File: config.mk
export PLATFORM = sky130hd
export DESIGN_NAME = sumador_arbiter
export DESIGN_NICKNAME = d
export VERILOG_FILES = /design/src/rtl/sumador_arbiter.sv
export SDC_FILE = /design/constraint.sdc
export NUM_CORES = 1
export LEC_CHECK = 0
export BUFFER_PORTS_ARGS = -buffer_cell sky130_fd_sc_hd__buf_2
export CORE_MARGIN = 2
export CORE_UTILIZATION = 50
export CTS_CLUSTER_SIZE = 12
export DETAILED_ROUTE_END_ITERATION = 8
export HOLD_SLACK_MARGIN = 0.08
export PLACE_DENSITY = 0.81
export SLEW_MARGIN = 15
export SYNTH_ARGS = -nofsm -noshare
export SYNTH_HDL_FRONTEND = slang
export SYNTH_SLANG_ARGS = --single-unit
File: constraint.sdc
create_clock -name clk -period 3.7 [get_ports clk]
set_input_delay 0.185 -clock clk [delete_from_list [all_inputs] [get_ports clk]]
set_output_delay 0.185 -clock clk [all_outputs]
set_load 0.1 [all_outputs]
File: src/rtl/sumador_arbiter.sv
// -----------------------------------------------------------------------------
// sumador_arbiter
// Round-robin arbiter in front of a single W-bit add/subtract datapath. One
// requester is granted at a time; its operands are captured, the result is
// computed in the following cycle and held, tagged with the requester index,
// until the consumer accepts it.
//
// Optional feature macro: SUMADOR_ARB_FLAGS_EN
//   defined   : res_carry / res_ovf are computed and registered
//   undefined : res_carry / res_ovf are tied to 0 and no flag logic is built
//
// Ports
//   clk        in   clock, rising edge
//   rst        in   asynchronous active-high reset
//   req        in   [N]     per-requester request
//   a_in       in   [N*W]   operand A, requester i at [i*W +: W]
//   b_in       in   [N*W]   operand B, same packing
//   oper_in    in   [N]     0 = add, 1 = subtract
//   grant      out  [N]     one-hot, one-cycle acceptance pulse
//   res        out  [W]     result modulo 2^W
//   res_id     out  [IDW]   index of the requester owning res
//   res_carry  out          add carry / subtract borrow (unsigned a<b)
//   res_ovf    out          two's-complement overflow
//   res_valid  out          result available
//   res_ready  in           consumer accepts result
// -----------------------------------------------------------------------------
module sumador_arbiter #(
  parameter int N   = 4,
  parameter int W   = 14,
  parameter int IDW = 2
) (
  input  logic             clk,
  input  logic             rst,
  input  logic [N-1:0]     req,
  input  logic [N*W-1:0]   a_in,
  input  logic [N*W-1:0]   b_in,
  input  logic [N-1:0]     oper_in,
  output logic [N-1:0]     grant,
  output logic [W-1:0]     res,
  output logic [IDW-1:0]   res_id,
  output logic             res_carry,
  output logic             res_ovf,
  output logic             res_valid,
  input  logic             res_ready
);

  typedef enum logic [1:0] {
    ST_IDLE = 2'd0,
    ST_EXEC = 2'd1,
    ST_HOLD = 2'd2
  } state_e;

  state_e         state_q, state_d;
  logic [IDW-1:0] ptr_q, ptr_d;
  logic [IDW-1:0] op_id_q, op_id_d;
  logic [W-1:0]   op_a_q, op_a_d;
  logic [W-1:0]   op_b_q, op_b_d;
  logic           op_sub_q, op_sub_d;
  logic [N-1:0]   grant_q, grant_d;
  logic [W-1:0]   res_q, res_d;
  logic [IDW-1:0] res_id_q, res_id_d;
  logic           res_valid_q, res_valid_d;

  logic           win_found_s;
  logic [IDW-1:0] win_idx_s;
  logic [IDW-1:0] cand_s;
  logic [W-1:0]   sum_s;

`ifdef SUMADOR_ARB_FLAGS_EN
  logic [W:0]     add_ext_s;
  logic           carry_s, ovf_s;
  logic           carry_q, carry_d;
  logic           ovf_q, ovf_d;
`endif

  // Round-robin winner search: first set req scanning upward from ptr with wrap.
  always_comb begin
    win_found_s = 1'b0;
    win_idx_s   = '0;
    cand_s      = '0;
    for (int k = 0; k < N; k++) begin
      cand_s = IDW'((32'(ptr_q) + 32'(k)) % 32'(N));
      if (!win_found_s && req[cand_s]) begin
        win_found_s = 1'b1;
        win_idx_s   = cand_s;
      end else begin
        win_found_s = win_found_s;
      end
    end
  end

  // Shared adder/subtractor working on the captured operands.
  always_comb begin
`ifdef SUMADOR_ARB_FLAGS_EN
    add_ext_s = {1'b0, op_a_q} + {1'b0, op_b_q};
`endif
    if (op_sub_q) begin
      sum_s = op_a_q - op_b_q;
    end else begin
`ifdef SUMADOR_ARB_FLAGS_EN
      sum_s = add_ext_s[W-1:0];
`else
      sum_s = op_a_q + op_b_q;
`endif
    end
  end

`ifdef SUMADOR_ARB_FLAGS_EN
  // Carry/borrow and signed-overflow flags from operand and result sign bits.
  always_comb begin
    if (op_sub_q) begin
      carry_s = (op_a_q < op_b_q);
      ovf_s   = (op_a_q[W-1] != op_b_q[W-1]) && (sum_s[W-1] != op_a_q[W-1]);
    end else begin
      carry_s = add_ext_s[W];
      ovf_s   = (op_a_q[W-1] == op_b_q[W-1]) && (sum_s[W-1] != op_a_q[W-1]);
    end
  end
`endif

  // FSM state register.
  always_ff @(posedge clk or posedge rst) begin
    if (rst) begin
      state_q <= ST_IDLE;
    end else begin
      state_q <= state_d;
    end
  end

  // FSM next-state logic.
  always_comb begin
    state_d = state_q;
    case (state_q)
      ST_IDLE: begin
        if (win_found_s) begin
          state_d = ST_EXEC;
        end else begin
          state_d = ST_IDLE;
        end
      end
      ST_EXEC: state_d = ST_HOLD;
      ST_HOLD: begin
        if (res_ready) begin
          state_d = ST_IDLE;
        end else begin
          state_d = ST_HOLD;
        end
      end
      default: state_d = ST_IDLE;
    endcase
  end

  // FSM output logic: next values of the grant, capture and result registers.
  always_comb begin
    grant_d     = '0;
    ptr_d       = ptr_q;
    op_id_d     = op_id_q;
    op_a_d      = op_a_q;
    op_b_d      = op_b_q;
    op_sub_d    = op_sub_q;
    res_d       = res_q;
    res_id_d    = res_id_q;
    res_valid_d = res_valid_q;
`ifdef SUMADOR_ARB_FLAGS_EN
    carry_d     = carry_q;
    ovf_d       = ovf_q;
`endif
    case (state_q)
      ST_IDLE: begin
        if (win_found_s) begin
          grant_d  = {{(N-1){1'b0}}, 1'b1} << win_idx_s;
          ptr_d    = (win_idx_s == IDW'(N-1)) ? '0 : win_idx_s + IDW'(1);
          op_id_d  = win_idx_s;
          op_a_d   = a_in[win_idx_s*W +: W];
          op_b_d   = b_in[win_idx_s*W +: W];
          op_sub_d = oper_in[win_idx_s];
        end else begin
          grant_d  = '0;
        end
      end
      ST_EXEC: begin
        res_d       = sum_s;
        res_id_d    = op_id_q;
        res_valid_d = 1'b1;
`ifdef SUMADOR_ARB_FLAGS_EN
        carry_d     = carry_s;
        ovf_d       = ovf_s;
`endif
      end
      ST_HOLD: begin
        if (res_ready) begin
          res_valid_d = 1'b0;
        end else begin
          res_valid_d = 1'b1;
        end
      end
      default: begin
        grant_d     = '0;
        res_valid_d = 1'b0;
      end
    endcase
  end

  // Datapath and output registers; reset discards any in-flight operation.
  always_ff @(posedge clk or posedge rst) begin
    if (rst) begin
      ptr_q       <= '0;
      op_id_q     <= '0;
      op_a_q      <= '0;
      op_b_q      <= '0;
      op_sub_q    <= 1'b0;
      grant_q     <= '0;
      res_q       <= '0;
      res_id_q    <= '0;
      res_valid_q <= 1'b0;
`ifdef SUMADOR_ARB_FLAGS_EN
      carry_q     <= 1'b0;
      ovf_q       <= 1'b0;
`endif
    end else begin
      ptr_q       <= ptr_d;
      op_id_q     <= op_id_d;
      op_a_q      <= op_a_d;
      op_b_q      <= op_b_d;
      op_sub_q    <= op_sub_d;
      grant_q     <= grant_d;
      res_q       <= res_d;
      res_id_q    <= res_id_d;
      res_valid_q <= res_valid_d;
`ifdef SUMADOR_ARB_FLAGS_EN
      carry_q     <= carry_d;
      ovf_q       <= ovf_d;
`endif
    end
  end

  assign grant     = grant_q;
  assign res       = res_q;
  assign res_id    = res_id_q;
  assign res_valid = res_valid_q;
`ifdef SUMADOR_ARB_FLAGS_EN
  assign res_carry = carry_q;
  assign res_ovf   = ovf_q;
`else
  assign res_carry = 1'b0;
  assign res_ovf   = 1'b0;
`endif

endmodule

==> results.sh <==
export IMPL_synthCells=377
export IMPL_io_buffers=143
export IMPL_syn_cell_area_sq_um=3930
export IMPL_crit_top_cell="a21oi_1"
export IMPL_grt_pass1_vias=3319
export IMPL_multiInputGateArea_sq_um=2370
export IMPL_crit_type="reg2reg"
export IMPL_synth_compound_area_share=0.179
export IMPL_synth_simple_gate_area_share=0.0996
export IMPL_h_tree_depth=2
export IMPL_synthArstFlopShare=1.00
export IMPL_nets=653
export IMPL_regArea_sq_um=1400
export IMPL_setup_viol=0
export IMPL_synth_xor_area_share=0.0512
export IMPL_layout_drive_gt1_share=0.344
export IMPL_status="completed"
export IMPL_clock_sinks=56
export IMPL_via_per_inst=5.46
export IMPL_hold_viol=0
export IMPL_fmax_ghz=0.346
export IMPL_first_iter_violations=139
export IMPL_cp_end_kind="register"
export IMPL_drtPass1Iterations=5
export IMPL_grt_pass1_wl_mm=15.4
export IMPL_setup_tns_final_ns=0
export IMPL_numCtsBuffers=5
export IMPL_rows=32
export IMPL_yosysTopAreaCell="dfrtp_1"
export IMPL_initial_utilization=0.512
export IMPL_drtAntennaViolNets=0
export IMPL_die_area_sq_um=8590
export IMPL_core_area_sq_um=7690
export IMPL_dp_cells=603
export IMPL_syn2layout_area_growth_pct=21.9
export IMPL_wl_per_cell_um=15.1
export IMPL_gp_congestion=0.887
export IMPL_insertion_delay_ns=0.31
export IMPL_grt_setup_unrepaired="false"
export IMPL_netlist_area_leader_share=0.356
export IMPL_yosysMostFrequentCell="dfrtp_1"
export IMPL_fp_dieH_um=92.7
export IMPL_cts_setup_buffers=0
export IMPL_worstPathCellList="or3_1, nor4_1, a21oi_1, xnor2_1, ha_1, inv_1, o21bai_1, a21oi_1, o21ai_0, xor2_1, mux2_2"
export IMPL_globalRouteTotalUtil=0.223
export IMPL_ys_warn_count=0
export IMPL_diodes=0
export IMPL_ioPinCount=146
export IMPL_cp_required_ns=3.91
export IMPL_synthAdderAreaFrac=0.0719
export IMPL_clock_path_buffers=2
export IMPL_timing_hold_ws_ns=0.0412
export IMPL_hp_class="in2async"
export IMPL_min_period_over_period=0.782
export IMPL_max_cap_violations=0
export IMPL_crit_slowest_cell="dfrtp_1"
export IMPL_cts_root_buf="clkbuf_8"
export IMPL_startpoint_type="register"
export IMPL_period_minus_slack_ns=2.89
export IMPL_ys_flop_type="dfrtp_1"
export IMPL_netlist_top_cells_count="56 x dfrtp_1, 31 x mux2i_1, 30 x nand3_1"
export IMPL_drc=0
export IMPL_synth_edf_count=0
export IMPL_cts_hold_buf=0
export IMPL_synthTopCellsByArea="dfrtp_1 36%, o221a_1 8.3%, mux2i_1 7.9%"
export IMPL_overflow=0
export IMPL_arrival_ns=3.10
export IMPL_dieWidth_um=92.7
export IMPL_synth_mux_area_fraction=0.199
export IMPL_synth_avg_cell_area_sq_um=10.4
export IMPL_crit_fanout=6
export IMPL_routed_wirelength_mm=9.24
export IMPL_synth_top_family_by_area="multiplexers"
export IMPL_cp_slowest_stage_delay_ns=0.44
export IMPL_tightest_slew_ns=0.964
export IMPL_fillerInstances=661
export IMPL_num_vias=3336
export IMPL_ys_seq_elements=56
export IMPL_slew_headroom=0.357
export IMPL_yosysSeqAreaShare=0.356
export IMPL_cts_tree="yes"
export IMPL_instances_no_fill=611
export IMPL_grt_start_max_net_pins=66
export IMPL_post_dp_hpwl_mm=7.30
export IMPL_clock_skew_ns=0.0104
export IMPL_ys_types=45
export IMPL_clkTransAtPathRegs_ns=0.10
export IMPL_drv_slew=0
export IMPL_cts_resized=0
export IMPL_antenna_found_initial=0
## cell families (layout without fill, tap and decap cells)
kind of cell | count (synthesis) | count (layout)
adder cells (fa/ha/maj) | 22 | 22
buffers and inverters | 39 | 170
multiplexers | 73 | 73
other | 1 | 2
flip-flops | 56 | 56
AND/OR/NAND/NOR | 78 | 78
XOR/XNOR | 23 | 23
AO/OA/AOI/OAI | 85 | 85
## critical path, delay by kind of cell (launching register included)
kind                       cells  cell delay (ns)
adders and majority gates      1             0.33
muxes                          1             0.27
and+or+nand+nor                2             0.81
xor gates and xnor gates       2             0.32
DFF                            1             0.44
AOI/OAI and AO/OA              4             0.52
buffers and inverters          1             0.11
## layer usage
layer	share of wire	track usage
met1	0.43	0.285
met2	0.51	0.392
met3	0.051	0.0358
met4	0.013	0.0588
met5	0	0
## through the flow
step,area (sq um),setup slack [ns],utilization
floorplan,3940,1.09,-
finish,4800,0.808,0.624
global route,4800,0.567,0.624
CTS,4800,0.831,0.624
global placement,4700,0.959,0.612
detailed placement,4700,0.851,0.612
## cells in the final DEF, fill, tap and decap left out, types with 2 or more instances in the layout
cell type and count:
o22ai_1 2, nor3_1 4, nand2b_1 6, xnor2_1 17
o211ai_1 2, nand2_1 9, o21ai_0 7, a21oi_1 21
mux2_1 27, a21boi_0 2, o221a_1 29, clkbuf_8 6
buf_2 143, mux2i_1 31, buf_4 4, o21bai_1 2
conb_1 2, nor4_1 4, and3_1 4, o31a_1 2
o31ai_1 2, nand3_1 30, and2_1 2, xor2_1 6
ha_1 21, a211oi_1 4, a21o_1 3, o21a_1 4
mux2_2 15, dfrtp_1 56, inv_1 13, nor2_1 13
## cell type report
cell class                      instances  area share
Multi-Input combinational cell        283       0.494
Clock buffer                            7      0.0180
Sequential cell                        56       0.292
Timing Repair Buffer                  147       0.155
Tap cell                              102      0.0266
Clock inverter                          1     0.00156
Inverter                               15      0.0120
## worst paths after layout
check	slack (ns)	startpoint	depth (start not counted)	to
setup / recovery	0.81	op_b_q[3]$_DFFE_PP0P_	11	res[12]$_DFFE_PP0P_
hold / removal	0.04	rst	2	res_id[1]$_DFFE_PP0P_
setup reg to reg	0.81	op_b_q[3]$_DFFE_PP0P_	11	res[12]$_DFFE_PP0P_
hold reg to reg	0.48	res_valid$_DFFE_PP0N_	1	res_valid$_DFFE_PP0N_
max in group asynchronous	3.10	rst	2	res[0]$_DFFE_PP0P_
min in group clk	0.19	res_ready	3	state_q[1]$_DFF_PP0_
## registers in the layout, indices dropped and copies added, names as in the netlist
name / cells
op_a_q: 14
op_b_q: 14
res: 14
grant: 4
op_id_q: 2
ptr_q: 2
res_id: 2
state_q: 2
op_sub_q: 1
res_valid: 1
Power is left out: the tool's default activity adds up to more than one toggle a clock period on the data nets, which glitch-free logic cannot reach.
